`src/rtl/instr_encoder_pkg.sv`:
```
// Shared encoding constants for the program-image writer and the core's decoder.
package instr_encoder_pkg;

  // Symbolic instruction kinds presented on in_kind
  localparam logic [2:0] KIND_ADD = 3'd0;
  localparam logic [2:0] KIND_SUB = 3'd1;
  localparam logic [2:0] KIND_AND = 3'd2;
  localparam logic [2:0] KIND_OR  = 3'd3;
  localparam logic [2:0] KIND_SLT = 3'd4;
  localparam logic [2:0] KIND_LW  = 3'd5;
  localparam logic [2:0] KIND_SW  = 3'd6;
  localparam logic [2:0] KIND_BEQ = 3'd7;

  // Primary opcodes
  localparam logic [5:0] OP_RTYPE = 6'b000000;
  localparam logic [5:0] OP_LW    = 6'b100011;
  localparam logic [5:0] OP_SW    = 6'b101011;
  localparam logic [5:0] OP_BEQ   = 6'b000100;

  // R-type function codes
  localparam logic [5:0] FUNC_ADD = 6'b100000;
  localparam logic [5:0] FUNC_SUB = 6'b100010;
  localparam logic [5:0] FUNC_AND = 6'b100100;
  localparam logic [5:0] FUNC_OR  = 6'b100101;
  localparam logic [5:0] FUNC_SLT = 6'b101010;

  // Loader FSM state encoding
  localparam logic [1:0] ST_IDLE = 2'd0;
  localparam logic [1:0] ST_LOAD = 2'd1;
  localparam logic [1:0] ST_DONE = 2'd2;

endpackage

```
`src/rtl/instr_encoder_pack.sv`:
```
// Combinational kind/fields -> 32-bit MIPS instruction word.
module instr_pack
  import instr_encoder_pkg::*;
(
  input  logic [2:0]  kind_i,
  input  logic [4:0]  rs_i,
  input  logic [4:0]  rt_i,
  input  logic [4:0]  rd_i,
  input  logic [15:0] imm_i,
  output logic [31:0] word_o
);

  // Select R-type func or I-type opcode and assemble the word
  always_comb begin
    word_o = '0;
    case (kind_i)
      KIND_ADD: word_o = {OP_RTYPE, rs_i, rt_i, rd_i, 5'b0, FUNC_ADD};
      KIND_SUB: word_o = {OP_RTYPE, rs_i, rt_i, rd_i, 5'b0, FUNC_SUB};
      KIND_AND: word_o = {OP_RTYPE, rs_i, rt_i, rd_i, 5'b0, FUNC_AND};
      KIND_OR:  word_o = {OP_RTYPE, rs_i, rt_i, rd_i, 5'b0, FUNC_OR};
      KIND_SLT: word_o = {OP_RTYPE, rs_i, rt_i, rd_i, 5'b0, FUNC_SLT};
      KIND_LW:  word_o = {OP_LW,  rs_i, rt_i, imm_i};
      KIND_SW:  word_o = {OP_SW,  rs_i, rt_i, imm_i};
      KIND_BEQ: word_o = {OP_BEQ, rs_i, rt_i, imm_i};
      default:  word_o = '0;
    endcase
  end

endmodule

```
`src/rtl/instr_encoder.sv`:
```
// Program-image writer: accepts symbolic instructions and writes encoded
// words sequentially into instruction memory starting at address 0.
module instr_encoder
  import instr_encoder_pkg::*;
#(
  parameter int unsigned AW = 6
) (
  input  logic          clk,
  input  logic          rst_n,
  input  logic          start,
  input  logic          in_valid,
  output logic          in_ready,
  input  logic [2:0]    in_kind,
  input  logic [4:0]    in_rs,
  input  logic [4:0]    in_rt,
  input  logic [4:0]    in_rd,
  input  logic [15:0]   in_imm,
  input  logic          in_last,
  output logic          mem_we,
  output logic [AW-1:0] mem_addr,
  output logic [31:0]   mem_wdata,
  output logic [AW:0]   count,
  output logic          done
);

  localparam logic [AW-1:0] PTR_ONE = 1;
  localparam logic [AW:0]   CNT_ONE = 1;

  logic [1:0]    state_q, state_d;
  logic [AW-1:0] ptr_q, ptr_d;
  logic [AW:0]   count_q, count_d;
  logic          mem_we_q, mem_we_d;
  logic [AW-1:0] mem_addr_q, mem_addr_d;
  logic [31:0]   mem_wdata_q, mem_wdata_d;
  logic [31:0]   packed_word;
  logic          hs;

  instr_pack u_pack (
    .kind_i (in_kind),
    .rs_i   (in_rs),
    .rt_i   (in_rt),
    .rd_i   (in_rd),
    .imm_i  (in_imm),
    .word_o (packed_word)
  );

  // Ready and done depend on the state register alone
  assign in_ready  = (state_q == ST_LOAD);
  assign done      = (state_q == ST_DONE);
  assign hs        = in_valid & in_ready;
  assign mem_we    = mem_we_q;
  assign mem_addr  = mem_addr_q;
  assign mem_wdata = mem_wdata_q;
  assign count     = count_q;

  // Next-state: start (re)opens a load; each handshake stages one write
  always_comb begin
    state_d     = state_q;
    ptr_d       = ptr_q;
    count_d     = count_q;
    mem_we_d    = 1'b0;
    mem_addr_d  = mem_addr_q;
    mem_wdata_d = mem_wdata_q;
    case (state_q)
      ST_IDLE, ST_DONE: begin
        if (start) begin
          state_d = ST_LOAD;
          ptr_d   = '0;
          count_d = '0;
        end
      end
      ST_LOAD: begin
        if (hs) begin
          mem_we_d    = 1'b1;
          mem_addr_d  = ptr_q;
          mem_wdata_d = packed_word;
          ptr_d       = ptr_q + PTR_ONE;
          count_d     = count_q + CNT_ONE;
          // Last slot filled terminates the load so the address never wraps
          if (in_last || (ptr_q == '1)) state_d = ST_DONE;
        end
      end
      default: state_d = ST_IDLE;
    endcase
  end

  // State and output registers, cleared asynchronously
  always_ff @(posedge clk or negedge rst_n) begin
    if (!rst_n) begin
      state_q     <= ST_IDLE;
      ptr_q       <= '0;
      count_q     <= '0;
      mem_we_q    <= 1'b0;
      mem_addr_q  <= '0;
      mem_wdata_q <= '0;
    end else begin
      state_q     <= state_d;
      ptr_q       <= ptr_d;
      count_q     <= count_d;
      mem_we_q    <= mem_we_d;
      mem_addr_q  <= mem_addr_d;
      mem_wdata_q <= mem_wdata_d;
    end
  end

endmodule

```
`config.mk`:
```
export PLATFORM = sky130hd
export DESIGN_NAME = instr_encoder
export DESIGN_NICKNAME = d
export VERILOG_FILES = /design/src/rtl/instr_encoder_pkg.sv /design/src/rtl/instr_encoder_pack.sv /design/src/rtl/instr_encoder.sv
export SDC_FILE = /design/constraint.sdc
export NUM_CORES = 1
export LEC_CHECK = 0
export BUFFER_PORTS_ARGS = -buffer_cell sky130_fd_sc_hd__buf_2
export CAP_MARGIN = 25
export CORE_UTILIZATION = 45
export DETAILED_ROUTE_END_ITERATION = 10
export PLACE_DENSITY_LB_ADDON = 0.25
export SKIP_CTS_REPAIR_TIMING = 1
export SLEW_MARGIN = 20
export SYNTH_ARGS = -nofsm -noshare
export SYNTH_HDL_FRONTEND = slang
export SYNTH_HIERARCHICAL = 1
export SYNTH_SLANG_ARGS = --single-unit
```
`constraint.sdc`:
```
create_clock -name clk -period 4.1 [get_ports clk]
set_clock_uncertainty 0.2 [all_clocks]
set_input_delay 0 -clock clk [delete_from_list [all_inputs] [get_ports clk]]
set_output_delay 0 -clock clk [all_outputs]
set_load 0.05 [all_outputs]
```
* Word level (Yosys, flattened, before mapping)
Index checks and enable logic that the tools add are counted.
** Cells by class
- Equal/unequal tests :: 13
- Add/sub/neg operators :: 2
- Reduce and logical (&&, ||, !) cells :: 8
- Bitwise gates (word level) :: 1
- Multiplexer cells :: 13
** Operators by type and width (count)
- 32-bit case mux with 8 select lines :: 1
- 7-bit 2-to-1 mux :: 2
- 7-bit case mux with 2 select lines :: 1
- 3-bit == test, second input constant :: 4
- 6-bit 2-to-1 mux :: 2
- 6-bit case mux with 2 select lines :: 1
- 7-bit by 1-bit adder with 7-bit output, second input constant :: 1
- 6-bit by 1-bit adder with 6-bit output, second input constant :: 1
- 3-bit by 2-bit == test with 1-bit output, second input constant :: 2
- 6-bit == test, second input constant :: 1
- 2-bit 2-to-1 mux :: 3
- 3-bit AND reduction :: 2
- 2-bit by 1-bit inequality test with 1-bit output, second input constant :: 2
- 2-bit case mux with 2 select lines :: 1
- 3-bit by 1-bit == test with 1-bit output, second input constant :: 1
- 3-bit zero test :: 1
- 2-bit by 1-bit == test with 1-bit output, second input constant :: 1
- 2-bit == test, second input constant :: 1
- 2-bit zero test :: 1
- 1-bit 2-to-1 mux :: 2
- 2-bit inequality test, second input constant :: 1
- 2-bit AND reduction :: 1
- 2-bit nonzero test :: 1
- 2-bit OR reduction :: 1
- 2 further kinds :: 2
** Storage, ports and cells
- Register bits :: 54
- Logic and storage cells :: 43
- Bits of input ports :: 39

* Logic depth before layout (Yosys ltp)
Gate-level depths: netlist (run 1).
- Depth after elaboration :: 5
- Mapped depth :: 6
- Gate-level depth less buffers :: 4

* Modules after synthesis
The synthesis (run 1) kept the hierarchy.
** Modules (own cells, without submodules)
- instr_encoder :: area an instance 2173.3 um^2, instances 1, sequential area each 1351.3 um^2, cells each 236
- instr_pack :: area an instance 337.8 um^2, instances 1, sequential area each 0.0 um^2, cells each 47

* Least setup slack after synthesis (run 1)
No wires, ideal clock.
- Path kind :: reg-to-reg
- From :: register count_q[0], in the netlist count[0]
- To :: register count_q[6], in the netlist count[6]
- Stages on the path, launching flop included :: 5
- Required time :: 3823 ps
- Setup slack :: 2257 ps
- Arrival time :: 1565 ps
- Setup time :: 77 ps
- Path through :: dfrtp_1 > ha_1 > nand4b_1 > or3_1 > a21oi_1
** On the way
- Cells in the longest elaborated chain, start to end :: 3
** RTL lines
- from (decl) :: line instr_encoder.sv:31 : logic [AW:0] count_q, count_d;
- from (signal assigned) :: line instr_encoder.sv:99 : count_q <= count_d;
- 7-bit by 1-bit adder with 7-bit output :: line instr_encoder.sv:78 : count_d = count_q + CNT_ONE;
- 7-bit 2-to-1 mux :: line instr_encoder.sv:73 : if (hs) begin
- 7-bit case mux with 2 select lines :: line instr_encoder.sv:64 : case (state_q)
Every way passes these cells. The select of a mux whose other input is x is not followed.
A chain may end at the register's enable or synchronous reset.

* Worst setup path in the final report (run 1)
- From :: input port in_valid
- To :: register state_q[0]
** On the way
- Cells in the longest elaborated chain, start to end :: 3
** RTL lines
- from (decl) :: line instr_encoder.sv:11 : input logic in_valid,
- 1-bit AND :: line instr_encoder.sv:50 : assign hs = in_valid & in_ready;
- 2-bit by 1-bit inequality test with 1-bit output (no source line)
- 3-bit AND reduction (no source line)
- to (signal assigned) :: line instr_encoder.sv:97 : state_q <= state_d;
- to (decl) :: line instr_encoder.sv:29 : logic [1:0] state_q, state_d;
Every way passes these cells.

==> results.yml, run 1 <==
yosys:
  synth-seq-cells: 54
  yosysWarningCount: 6
  synth_area_um2: 2510
  yosys_most_used_dff: "dfrtp_1"
  synth_cells: 283
  synth_top_area_share_pct: 53.8
  async_flop_share_pct: 100
  synth-seq-area-share_pct: 53.8
  synthTopCellsByArea: "dfrtp_1 54%, nand2_1 19%, buf_4 4.2%"
  synth_largest_area_cell: "dfrtp_1"
  avgSynthCellArea_um2: 8.87
  synth_edf_count: 0
  synth_nets: 324
  synth.distinct_cells: 36
detailed_routing:
  final_antenna_net_count: 0
  drc_errors: 0
  drt-total-wl_mm: 5.85
  viasPerCell: 4.79
  post_drt_wl_per_cell_um: 12.5
  via_count: 2245
  drt_iter0_drc: 65
  drt_pass1_iterations: 4
clocking:
  clkLatencyLatePin_ns: 0.31
  cts_made_buffers: 5
  clock-root-buffer: "clkbuf_8"
  cts_tree: "built"
  htree_levels: 2
  clock-sinks: 54
  clk_pin_slew_ns: 0.09
  clockBufferDepth: 2
sta:
  tightest_slew_ns: 0.669
  finalHoldViolations: 0
  holdWs_ns: 0.0542
  drv_slew: 0
  min_period_ns: 2.57
  tns_ns: 0
  fin_crit_sh_pct: 62.6
  setup_viol: 0
  slew_headroom_pct: 55.4
  rsz0062_at_grt: "no"
  fmax_mhz: 390
setup_path:
  worstSetupEndpointType: "flop"
  crit_type: "in2reg"
  cp.arrival_ns: 2.56
  cp_max_fo: 5
  worstSetupStartpointType: "input port"
  critical_path_required_ns: 4.09
floorplanning:
  rows: 26
  core-area_um2: 5240
  die_h_um: 76.7
  start_util_pct: 47.9
  dieArea_um2: 5880
  die_w_um: 76.7
  io_pins: 87
final_layout:
  final_common_cell: "nand2_1"
  area_growth_pct: 36.4
  diodes: 0
  layout_common_cells: "130 x nand2_1, 86 x buf_2, 54 x dfrtp_1, 45 x dlygate4sd3_1, 7 x nand3_1"
  drive_gt1_share_pct: 26.1
  seqCellArea_um2: 1350
  fill_cells: 456
  multi_input_area_um2: 985
  final_nets: 439
outcome:
  status: "finished clean"
run:
  cap_violations: 0
grt:
  grt_pass1_vias: 1976
  grt_pass1_wl_mm: 8.89
  grt-ovfl-total: 0
  track_usage_pct: 18.9
  grt_max_degree: 55
  antenna_found_initial: 0
placed_design:
  dp_hpwl_mm: 3.49
  io_buffers: 86
  gp_congestion: 0.765
power:
  p_leak_nw: 1.88
  max-vdd-ir-drop_mv: 0.462
  cellPowerDensity_nw_per_um2: 684
min_path:
  hold_class: "in2reg"
## cell type report
class | instances | area share, %
flip-flops and latches | 54 | 39.5
multi-input cells | 200 | 28.8
repair buffers | 134 | 26.4
well taps | 70 | 2.56
clock buffers | 6 | 2.12
clock inverters | 2 | 0.402
inverters | 3 | 0.329
## worst max-delay path, stage by stage
cell	delay [ns]
dlygate4sd3_1	0.53
buf_2	0.16
nand2_1	0.06
dlygate4sd3_1	0.55
o211ai_1	0.09
dlygate4sd3_1	0.56
nand2_1	0.05
dlygate4sd3_1	0.57
## cell families after synthesis
logic type / share of synthesized area [%]
muxes: 3.04
DFF: 53.8
buffers and inverters: 6.98
xor gates and xnor gates: 0.698
adders and majority gates: 0.996
and+or+nand+nor: 27.8
AOI/OAI and AO/OA: 6.53
other: 0.149
## worst paths after layout
kind / from / to / slack (ns) / cells past startpoint
worst max-delay path: in_valid / state_q[0]$_DFFE_PN0P_ / 1.53 / 8
worst min register to register: mem_wdata[30]$_DFFE_PN0P_ / mem_wdata[30]$_DFFE_PN0P_ / 0.28 / 2
worst max register to register: state_q[0]$_DFFE_PN0P_ / ptr_q[3]$_DFFE_PN0P_ / 1.67 / 6
worst min-delay path: in_kind[1] / mem_wdata[5]$_DFFE_PN0P_ / 0.05 / 5
max in group asynchronous: rst_n / count[2]$_DFFE_PN0P_ / 3.12 / 3
min in group asynchronous: rst_n / state_q[1]$_DFFE_PN0P_ / 0.13 / 3
## synthesized netlist by cell type, types with 2 or more instances
cell      count
o21ai_0       3
nand4b_1      2
nand2_1     130
a21oi_1       5
inv_1         2
buf_4        14
clkbuf_1      4
buf_1         2
nor2b_1       4
ha_1          2
nand2b_1      3
and2_1        6
o211ai_1      3
nand3_1       7
o31ai_1       4
mux2i_1       2
buf_2         5
dfrtp_1      54
xor2_1        2
mux2_2        5
o21a_1        2
or4_1         2
nand4_1       3
nor2_1        5
## stage by stage
stage	area [µm²]	power (mW)	instances	utilization, %	setup slack, ns
floorplan	2510	1.73	283	-	2.26
global placement	2890	2.00	416	55.1	1.72
detailed placement	2890	2.01	416	55.1	1.65
CTS	2970	2.31	424	56.8	1.64
global route	3420	2.48	469	65.4	1.46
finish	3420	2.34	469	65.4	1.53
## sequential cells by signal, indices dropped and copies added, names as in the netlist
register	cells
mem_wdata	32
ptr_q	6
mem_addr	6
count	7
mem_we	1
state_q	2
## power by group
group	total [mW]	switching (mW)	internal, mW
clock network	0.293	0.172	0.121
logic	1.22	0.928	0.288
registers	0.833	0.119	0.714
total	2.34	1.22	1.12
## per-layer routing
layer / wire [µm] / track usage [%] / vias up
li1: - / - / 1123
met1: 2560 / 23.1 / 1034
met2: 2850 / 32.1 / 76
met3: 307 / 5.00 / 12
met4: 128 / 6.35 / 0
met5: 0 / 0 / -
No activity file was read; power rests on OpenSTA's default activity.
==> run 2: changes to the inputs <==
==> constraint.sdc (replaced) <==
create_clock -name clk -period 2.3 [get_ports clk]
set_clock_uncertainty 0.2 [all_clocks]
set_input_delay 0 -clock clk [delete_from_list [all_inputs] [get_ports clk]]
set_output_delay 0 -clock clk [all_outputs]
set_load 0.05 [all_outputs]
==> results.yml, run 2 (synthesis results as in run 1) <==
outcome:
  status: "finished clean"
clocking:
  cts_made_buffers: 5
  cts_tree: "built"
  clock-root-buffer: "clkbuf_8"
  clockBufferDepth: 2
  htree_levels: 2
  clock-sinks: 54
  clk_pin_slew_ns: 0.09
  clkLatencyLatePin_ns: 0.31
final_layout:
  area_growth_pct: 36.7
  final_nets: 441
  diodes: 0
  fill_cells: 456
  largest_register_ffs: 32
  final_common_cell: "nand2_1"
  drive_gt1_share_pct: 26.3
  seqCellArea_um2: 1350
  layout_common_cells: "130 x nand2_1, 86 x buf_2, 54 x dfrtp_1, 45 x dlygate4sd3_1, 7 x nand3_1"
  multi_input_area_um2: 985
floorplanning:
  io_pins: 87
  core-area_um2: 5240
  start_util_pct: 47.9
  die_w_um: 76.7
  rows: 26
  dieArea_um2: 5880
  die_h_um: 76.7
power:
  p_sw_share_pct: 52.1
  internal-power_mw: 2.00
  p_leak_nw: 1.88
  max-vdd-ir-drop_mv: 0.657
  power_switching_mw: 2.18
  seq_power_share_pct: 35.7
  cellPowerDensity_nw_per_um2: 1220
  p_comb_share_pct: 52.1
  clkPwrFrac_pct: 12.3
grt:
  grt_pass1_vias: 1803
  grt-ovfl-total: 0
  grt_pass1_wl_mm: 8.54
  track_usage_pct: 18.5
  antenna_found_initial: 0
  grt_max_degree: 55
detailed_routing:
  drc_errors: 0
  drt_iter0_drc: 78
  final_antenna_net_count: 0
  drt-total-wl_mm: 5.92
  drt_pass1_iterations: 4
  post_drt_wl_per_cell_um: 12.6
  via_count: 2230
  viasPerCell: 4.74
sta:
  tns_ns: 0
  rsz0062_at_grt: "no"
  setup_viol: 0
  fin_crit_sh_pct: 88.1
  finalHoldViolations: 0
  fmax_mhz: 493
  tightest_slew_ns: 0.678
  drv_slew: 0
  holdWs_ns: 0.136
  min_period_ns: 2.03
  slew_headroom_pct: 54.8
placed_design:
  dp_hpwl_mm: 3.62
  io_buffers: 86
  gp_congestion: 0.729
setup_path:
  ff2ff_path_depth: 4
  critical_path_required_ns: 2.28
  r2r-end: "ptr_q[5]$_DFFE_PN0P_"
  cp.arrival_ns: 2.01
  worstSetupEndpointType: "flop"
  reg2reg_from: "state_q[1]$_DFFE_PN0P_"
  r2r_slack_ns: 0.39
  cp_max_fo: 5
  crit_type: "in2reg"
  worstSetupStartpointType: "input port"
run:
  cap_violations: 0
min_path:
  hold_class: "in2async"
run 2: cell count changes in the layout (fill, tap and decap cells not counted), sizes merged:
cell      before  now
buf           89   91
clkinv         3    1
clkinvlp       0    1
run 2: final cells by class:
class                   count  share of cell area (%)
clock inverters             1                   0.219
well taps                  70                    2.55
clock buffers               6                    2.11
multi-input cells         200                    28.7
inverters                   3                   0.328
repair buffers            136                    26.7
flip-flops and latches     54                    39.4
run 2: worst max-delay path by stage:
stage	from	endpoint	slack [ns]
2_1_floorplan	count[0]$_DFFE_PN0P_	count[6]$_DFFE_PN0P_	0.46
3_3_place_gp	state_q[1]$_DFFE_PN0P_	ptr_q[5]$_DFFE_PN0P_	0.44
3_5_place_dp	state_q[0]$_DFFE_PN0P_	mem_wdata[5]$_DFFE_PN0P_	0.38
4_1_cts	state_q[1]$_DFFE_PN0P_	ptr_q[5]$_DFFE_PN0P_	0.38
5_1_grt	in_kind[0]	mem_wdata[13]$_DFFE_PN0P_	0.21
6_report	in_valid	state_q[0]$_DFFE_PN0P_	0.27
run 2: metal layers:
metal | track usage, % | vias up | wire [µm]
met5 | 0 | - | 0
met3 | 5.48 | 6 | 331
li1 | - | 1123 | -
met4 | 6.35 | 0 | 71
met1 | 23.5 | 1030 | 2500
met2 | 29.9 | 71 | 3020
run 2: power by group through the flow:
stage,Sequential [mW],Clock [mW],Combinational [mW]
finish,1.49,0.512,2.17
global route,1.54,0.560,2.32
CTS,1.49,0.529,2.11
detailed placement,1.50,0,2.11
global placement,1.49,0,2.08
floorplan,2.53,0,0.567
run 2: stage by stage:
stage	instances	worst slack (ns)	power [mW]	instance area (µm²)	util, %
final	470	0.273	4.18	3430	65.6
after global routing	470	0.213	4.42	3430	65.6
after CTS	425	0.379	4.13	2980	57.0
after detailed placement	418	0.384	3.61	2900	55.4
after global placement	418	0.439	3.58	2900	55.4
after floorplan	283	0.457	3.09	2510	-
run 2: critical path: stages:
cell and delay (ns):
dlygate4sd3_1 0.52, buf_2 0.16, nand2_1 0.06, dlygate4sd3_1 0.55
o211ai_1 0.09, dlygate4sd3_1 0.57, nand2_1 0.06
